### src/rtl/antitheft_pkg.sv
// Shared encodings for the anti-theft controller: interval selectors, default
// delays and the timer state encoding.
package antitheft_pkg;

  localparam int TIME_W = 4;

  typedef enum logic [1:0] {
    ARM       = 2'b00,
    DRIVER    = 2'b01,
    PASSENGER = 2'b10,
    ALARM     = 2'b11
  } interval_e;

  localparam int DEF_T_ARM       = 6;
  localparam int DEF_T_DRIVER    = 8;
  localparam int DEF_T_PASSENGER = 15;
  localparam int DEF_T_ALARM     = 10;

  typedef enum logic [1:0] {
    ST_IDLE  = 2'd0,
    ST_COUNT = 2'd1,
    ST_DONE  = 2'd2
  } timer_state_e;

  // A zero-second delay would never expire, so it is promoted to one second.
  function automatic logic [TIME_W-1:0] clamp_time(input logic [TIME_W-1:0] value);
    return (value == '0) ? TIME_W'(1) : value;
  endfunction

endpackage

### src/rtl/one_hz_divider.sv
// Free-running divider producing a single-cycle tick once per CLK_FREQ_HZ cycles.
// The tick is high while the counter sits at its terminal value.
module one_hz_divider #(
  parameter int CLK_FREQ_HZ = 50_000_000
) (
  input  logic clock,
  input  logic reset,
  input  logic clear,
  output logic tick
);

  localparam int CNT_W = (CLK_FREQ_HZ > 1) ? $clog2(CLK_FREQ_HZ) : 1;
  localparam logic [CNT_W-1:0] CNT_MAX = CNT_W'(CLK_FREQ_HZ - 1);

  logic [CNT_W-1:0] r_count;

  always_ff @(posedge clock) begin
    if (reset || clear) begin
      r_count <= '0;
    end else if (r_count == CNT_MAX) begin
      r_count <= '0;
    end else begin
      r_count <= r_count + CNT_W'(1);
    end
  end

  assign tick = (r_count == CNT_MAX);

endmodule

### src/rtl/antitheft_timer.sv
// Programmable seconds timer for the anti-theft FSM: parameter store, 1 Hz
// divider and a down-counter that pulses expired on reaching zero.
//   state    | meaning
//   ST_IDLE  | not counting, remaining = 0
//   ST_COUNT | decrementing remaining on each 1 Hz tick
//   ST_DONE  | single cycle with expired = 1
module antitheft_timer
  import antitheft_pkg::*;
#(
  parameter int CLK_FREQ_HZ     = 50_000_000,
  parameter int T_ARM_DEF       = DEF_T_ARM,
  parameter int T_DRIVER_DEF    = DEF_T_DRIVER,
  parameter int T_PASSENGER_DEF = DEF_T_PASSENGER,
  parameter int T_ALARM_DEF     = DEF_T_ALARM
) (
  input  logic              clock,
  input  logic              reset,
  input  logic              reprogram,
  input  logic [1:0]        time_param_sel,
  input  logic [TIME_W-1:0] time_value,
  input  logic [1:0]        interval,
  input  logic              start_timer,
  output logic              expired,
  output logic              one_hz_enable,
  output logic [TIME_W-1:0] remaining
);

  logic [TIME_W-1:0] r_times [4];
  timer_state_e      r_state;
  logic [TIME_W-1:0] r_remaining;
  logic              r_expired;

  logic w_start_accepted;
  logic w_tick;

  // A write takes the whole cycle, so a coincident start is dropped.
  assign w_start_accepted = start_timer & ~reprogram;

  one_hz_divider #(
    .CLK_FREQ_HZ(CLK_FREQ_HZ)
  ) u_divider (
    .clock(clock),
    .reset(reset),
    .clear(w_start_accepted),
    .tick (w_tick)
  );

  always_ff @(posedge clock) begin
    if (reset) begin
      r_times[ARM]       <= TIME_W'(T_ARM_DEF);
      r_times[DRIVER]    <= TIME_W'(T_DRIVER_DEF);
      r_times[PASSENGER] <= TIME_W'(T_PASSENGER_DEF);
      r_times[ALARM]     <= TIME_W'(T_ALARM_DEF);
    end else if (reprogram) begin
      r_times[time_param_sel] <= clamp_time(time_value);
    end
  end

  always_ff @(posedge clock) begin
    if (reset || reprogram) begin
      r_state     <= ST_IDLE;
      r_remaining <= '0;
      r_expired   <= 1'b0;
    end else if (w_start_accepted) begin
      r_state     <= ST_COUNT;
      r_remaining <= r_times[interval];
      r_expired   <= 1'b0;
    end else begin
      case (r_state)
        ST_IDLE: begin
          r_remaining <= '0;
          r_expired   <= 1'b0;
        end
        ST_COUNT: begin
          r_expired <= 1'b0;
          if (w_tick) begin
            // <= 1 also catches a zero load from a zero default time
            if (r_remaining <= TIME_W'(1)) begin
              r_state     <= ST_DONE;
              r_remaining <= '0;
              r_expired   <= 1'b1;
            end else begin
              r_remaining <= r_remaining - TIME_W'(1);
            end
          end
        end
        ST_DONE: begin
          r_state     <= ST_IDLE;
          r_remaining <= '0;
          r_expired   <= 1'b0;
        end
        default: begin
          r_state     <= ST_IDLE;
          r_remaining <= '0;
          r_expired   <= 1'b0;
        end
      endcase
    end
  end

  assign expired       = r_expired;
  assign remaining     = r_remaining;
  assign one_hz_enable = w_tick;

endmodule

### config.mk
export PLATFORM = sky130hd
export DESIGN_NAME = antitheft_timer
export DESIGN_NICKNAME = d
export VERILOG_FILES = /design/src/rtl/antitheft_pkg.sv /design/src/rtl/one_hz_divider.sv /design/src/rtl/antitheft_timer.sv
export SDC_FILE = /design/constraint.sdc
export NUM_CORES = 1
export LEC_CHECK = 0
export ABC_AREA = 1
export BUFFER_PORTS_ARGS = -buffer_cell sky130_fd_sc_hd__buf_2
export CORE_MARGIN = 5
export CORE_UTILIZATION = 60
export CTS_CLUSTER_DIAMETER = 60
export DETAILED_ROUTE_END_ITERATION = 7
export PLACE_DENSITY = 0.84
export REMOVE_ABC_BUFFERS = 1
export SLEW_MARGIN = 25
export SYNTH_ARGS = -nofsm -noshare
export SYNTH_HDL_FRONTEND = slang
export SYNTH_SLANG_ARGS = --single-unit
### constraint.sdc
create_clock -name clock -period 1.7 [get_ports clock]
set_input_delay 0.085 -clock clock [delete_from_list [all_inputs] [get_ports clock]]
set_output_delay 0.085 -clock clock [all_outputs]
set_load 0.02 [all_outputs]
After elaboration in Yosys (flattened, before gate mapping):

Memories as Yosys holds them, arrays and structs flattened.
Index checks and enable logic that the tools add are counted.

* output and inout bits: 6
* word-level logic and storage cells: 49
* bits of input ports: 12
* memories kept: 1
* register bits after elaboration: 33
* bits in writable memories: 16

Memory list
* r_times: words 4, bits a word 4, read ports 1, clocked after Yosys merged registers in 0, wr ports 4, line antitheft_timer.sv:28 `logic [TIME_W-1:0] r_times [4];`

* bitwise operators: 5
* reductions and logical operators: 10
* muxes and demuxes: 18
* $lt $le $gt $ge: 1
* equal/unequal tests: 7
* add/sub/neg operators: 2

Operators with widths (number)
* 26-bit by 1-bit adder with 26-bit output, second input constant: 1
* 26-bit equality test, second input constant: 1
* 4-bit two-way mux: 6
* 1-bit two-way mux: 8
* 4-bit OR reduction: 2
* 2-bit two-way mux: 3
* 3-bit by 2-bit inequality test with 1-bit output, second input constant: 2
* 3-bit AND reduction: 2
* 4-bit by 1-bit <= comparator with 1-bit output, second input constant: 1
* 4-bit logical NOT: 1
* 2-bit inequality test, second input constant: 2
* 1-bit NOT: 4
* 2-bit one-hot mux with 2 select lines: 1
* 2-bit OR reduction: 2
* 4-bit by 1-bit subtractor with 4-bit output, second input constant: 1
* 2-bit by 1-bit equality test with 1-bit output, second input constant: 1
* 2-bit logical NOT: 1
* 1-bit logical OR: 2
* 2-bit by 1-bit inequality test with 1-bit output, second input constant: 1
* 1-bit bitwise AND: 1

Logic depth before layout (Yosys ltp):

* depth in word-level cells: 5
* depth in mapped cells: 11
* gate-level depth less buffers: 11

By module:

A second synthesis with hierarchy kept.

* cell total of the unflattened synthesis: 379
* area, all modules: 2706.3 um^2

Modules (own cells, without submodules)
* one_hz_divider: times used 1, cells an instance 220, area an instance 1453.9 um^2
* antitheft_timer: times used 1, cells an instance 159, area an instance 1252.5 um^2

Worst setup path before layout:

OpenSTA, ideal clock, no wires.

* path kind: flip-flop to flip-flop
* from: register r_remaining[0], in the netlist remaining[0]
* to: register r_remaining[3], in the netlist remaining[3]
* path slack: 0.162 ns
* cell stages (with the launch flop): 12
* buffers on the path: 0
* data arrival time: 1.474 ns
* path through: dfxtp_1 > inv_1 > ha_1 > nor2_1 > nor2_1 > nor2_1 > nand2_1 > nand2_1 > inv_1 > nand2_1 > nand2_1 > nor2_1

* cells in the longest elaborated chain, start to end: 5
* elaborated cells between the ends (all ways): 6
* those cells by class: add/sub (1); order compare (1); mux (4)

Ends and longest elaborated chain
* start, declared: line antitheft_timer.sv:30 `logic [TIME_W-1:0] r_remaining;`
* start signal, assigned: line antitheft_timer.sv:66 `r_remaining <= r_times[interval];`
* start signal, assigned: line antitheft_timer.sv:83 `r_remaining <= r_remaining - TIME_W'(1);`
* 4-bit by 1-bit subtractor with 4-bit output / 4-bit by 1-bit <= comparator with 1-bit output (equally long branches): line antitheft_timer.sv:83, antitheft_timer.sv:78
* 4-bit two-way mux (*): line antitheft_timer.sv:78 `if (r_remaining <= TIME_W'(1)) begin`
* 4-bit two-way mux (*): line antitheft_timer.sv:76 `if (w_tick) begin`
* 4-bit two-way mux (*): line antitheft_timer.sv:69 `case (r_state)`
* 4-bit two-way mux (*): line antitheft_timer.sv:64 `end else if (w_start_accepted) begin`

Mark *: on every way between the ends. The rest lies on a longest branch, timed or not. The select of a mux whose other input is x is not followed.
A chain may end at the register's enable or synchronous reset.

Final worst setup path:

* from: register u_divider.r_count[0]
* to: output port one_hz_enable

* cells in the longest elaborated chain, start to end: 1

Ends and longest elaborated chain
* start, declared: line one_hz_divider.sv:15 `logic [CNT_W-1:0] r_count;`
* start signal, assigned: line one_hz_divider.sv:23 `r_count <= r_count + CNT_W'(1);`
* 26-bit equality test: line one_hz_divider.sv:27 `assign tick = (r_count == CNT_MAX);`
* end, declared: line antitheft_timer.sv:24 `output logic one_hz_enable,`

Every way passes these cells.

==> metrics.md <==
| Metric | Value |
|---|---|
| Status | finished, final reports clean |
| Flops & latches, synth | 49 |
| Post-layout util | 0.6783 |
| CP startpoint kind | register |
| TritonCTS Buffers | 5 |
| Placed Cells incl. Taps | 448 |
| Starting Density | 0.6133 |
| Die width | 76.26 um |
| Minimum clock period | 1.599 ns |
| Register area | 1145 um2 |
| Sequential fraction of the synthesis area | 0.4333 |
| Max Freq | 625.3 MHz |
| Core ar. | 4294 um2 |
| WL final | 5534 um |
| Synth unique cells | 25 |
| Mux contribution to synthesized area | 0 |
| First-pass GRT wire length | 9542 um |
| WL per Instance | 12.06 um |
| Post-Synth Adder-Cell Area | 0.01425 |
| Routed Antenna Nets | 0 |
| Clk buf depth | 2 |
| PortBufs | 17 |
| Leakage power | 1.224 nW |
| Synth Area in Simple Gates | 0.3900 |
| Area leader, netlist | dfxtp_1 |
| Total gr overflow | 0 |
| Main combinational cell family by area after synthesis | simple AND/OR/NAND/NOR gates |
| CP required | 1.62 ns |
| Top-count cell post-synth | nand2_1 |
| HP Class | in2reg |
| M1 GR Usage | 0.2284 |
| R2R depth | 9 |
| Syn Inst Count | 379 |
| Ys flop type | dfxtp_1 |
| PwrDens | 738.8 nW/um2 |
| R2r setup slk | 0.13 ns |
| Vias in the first global route | 2240 |
| Clk slew on worst S/H paths | 0.10 ns |
| First drt pass iteration count | 4 |
| Ys Warns | 0 |
| RD Place Congestion | 0.9013 |
| Mapped Area | 2634 um2 |
| Post-synth ARST share | 0 |
| Post-layout nets | 421 |
| CP Max Fanout | 6 |
| Met3 GRT Util | 0.03901 |
| Final Total Pwr | 0.002152 W |
| Iter 0 DRT Violations | 201 |
| Layout cell share with drive strength beyond 1 | 0.1204 |
| Max-cap violations | 0 |
| Largest net degree at the start of global routing | 27 |
| Layout area overhead | 10.59% |
| Via density | 5.124 |
| Final setup viols | 0 |
| Area of the multi-input gates | 1257 um2 |
| N_diodes | 0 |
| Die extent in y | 76.26 um |
| CTS tree | yes |
| Slew Limit Fails | 0 |
| I/O pin total | 18 |
| Number of synthesized flops with an enable pin | 16 |
| Xor-xnor portion of the synthesized cell area | 0.03658 |
| Reg-to-reg endpoint | u_divider.r_count[2]$_SDFF_PP0_ |
| Slew headroom | 0.7168 |
| Tot GR Track Use | 0.1975 |
| Period utilisation layout | 0.9407 |
| Die area | 5815 um2 |
| Commonest cells post-synth | nand2_1 (113), nor2_1 (77), inv_1 (58) |
| H-tree depth | 2 |
| Synth area leaders | dfxtp_1 (25%), edfxtp_1 (18%), nand2_1 (16%) |
| FILL cells | 377 |
| Worst Max-Slew Pin Slew | 0.4228 ns |
| Clock skew | 0.01221 ns |
| Crit path from | u_divider.r_count[0]$_SDFF_PP0_ |
| Synth Area in Compound Gates | 0.02993 |
| Mean Syn Cell Area | 6.949 um2 |
| CTS sink count | 49 |
| Insertion delay to the later sink of the worst-skew pair | 0.31 ns |
| CTS root buffer | clkbuf_8 |
| Post-DP HPWL | 4169 um |
| Initial antenna violation count | 0 |
| Critical Path AT | 1.51 ns |
| Final-report hold violation count | 0 |
| Critical path class | reg2out |
| Post-route DRC | 0 |
| Row cnt | 24 |
| CP endpoint | one_hz_enable |
| Most Crowded Layer GR | met2 |
| RR Startpoint | u_divider.r_count[0]$_SDFF_PP0_ |
| Synth top area share | 0.2508 |
| Peak supply drop | 0.0004449 V |
| Post-Layout Cell Count | 459 |
| Kind of end point of the critical path | output port |
| Via count | 2352 |
| M2 GR Usage | 0.3425 |
-- area by class of cell --
type,instances,area share
Timing Repair Buffer,23,0.04553
Clock buffer,6,0.02491
Clock inverter,2,0.005155
Sequential cell,49,0.3930
Multi-Input combinational cell,267,0.4317
Inverter,60,0.07732
Tap cell,52,0.02234
-- layer usage --
| layer | wire length (um) | up-vias |
|---|---|---|
| met5 | 0 | - |
| met4 | 147 | 0 |
| met1 | 2388 | 1077 |
| met2 | 2809 | 41 |
| li1 | - | 1221 |
| met3 | 189 | 13 |
-- logic make-up (layout without fill, tap and decap cells) --
group,Yosys count,after routing
compound gates,15,15
xor+xnor,11,11
fa+ha+maj,3,3
buf+inv,63,91
flops,49,49
simple gates,238,238
-- critical path, stage by stage, from the launching register on --
cell	delay [ns]
dfxtp_2	0.37
ha_4	0.15
nand2_2	0.07
nor2_4	0.10
nand2_2	0.08
nor2_4	0.10
nand3_4	0.10
inv_1	0.09
buf_4	0.14
-- flip-flops by register name, indices dropped and copies added (netlist names) --
register           flops
expired                1
remaining              4
r_times               16
r_state                2
u_divider.r_count     26
-- how the worst min path moves through the flow --
stage | startpoint | to | slack [ns] | cells past startpoint
2_1_floorplan | reset | r_times[3][1]$_DFFE_PP_ | 0.27 | 2
3_3_place_gp | time_param_sel[0] | r_times[0][1]$_SDFFCE_PN1P_ | 0.39 | 3
3_5_place_dp | time_param_sel[0] | r_times[0][1]$_SDFFCE_PN1P_ | 0.40 | 3
4_1_cts | time_param_sel[0] | r_times[0][1]$_SDFFCE_PN1P_ | 0.08 | 3
5_1_grt | time_param_sel[0] | r_times[0][1]$_SDFFCE_PN1P_ | 0.10 | 3
6_report | time_param_sel[0] | r_times[0][1]$_SDFFCE_PN1P_ | 0.09 | 3
-- what timing repair did --
| item | in CTS | in global routing |
|---|---|---|
| resized for setup | 2 | 6 |
| hold buffers | 0 | 0 |
| pin swaps | 0 | 1 |
| buffers inserted | 0 | 3 |
| setup endpoints to repair | 1 | 5 |
-- cells in the final DEF (no fill, tap or decap), drive strengths merged --
master    synthesis  layout
a21oi            10      10
a31oi             1       1
and2              1       1
and3              1       1
buf               3      23
clkbuf            0       6
clkinvlp          0       2
dfxtp            33      33
edfxtp           16      16
ha                3       3
inv              60      60
nand2           116     116
nand3            22      22
nand3b            3       3
nand4            10      10
nor2             82      82
nor3              3       3
o21ai             3       3
o21bai            1       1
xnor2             4       4
xor2              7       7
-- power breakdown --
part	switching, W	leakage, nW	internal, W
Clock	0.000411	0.0374	0.000291
Sequential	0.0000175	0.426	0.00125
Combinational	0.000121	0.761	0.0000615
-- stage by stage --
stage	hold slack, ns	TNS, ns	worst slack, ns	cell area [um2]
final	0.08571	0	0.1009	2913
after global routing	0.1001	-0.01415	-0.008838	2913
after CTS	0.08328	0	0.008611	2870
after floorplan	0.2741	0	0.1624	2606
after global placement	0.3852	0	0.1874	2779
after detailed placement	0.4048	0	0.1235	2779
Note: power is estimated with default switching activity, not from simulation.
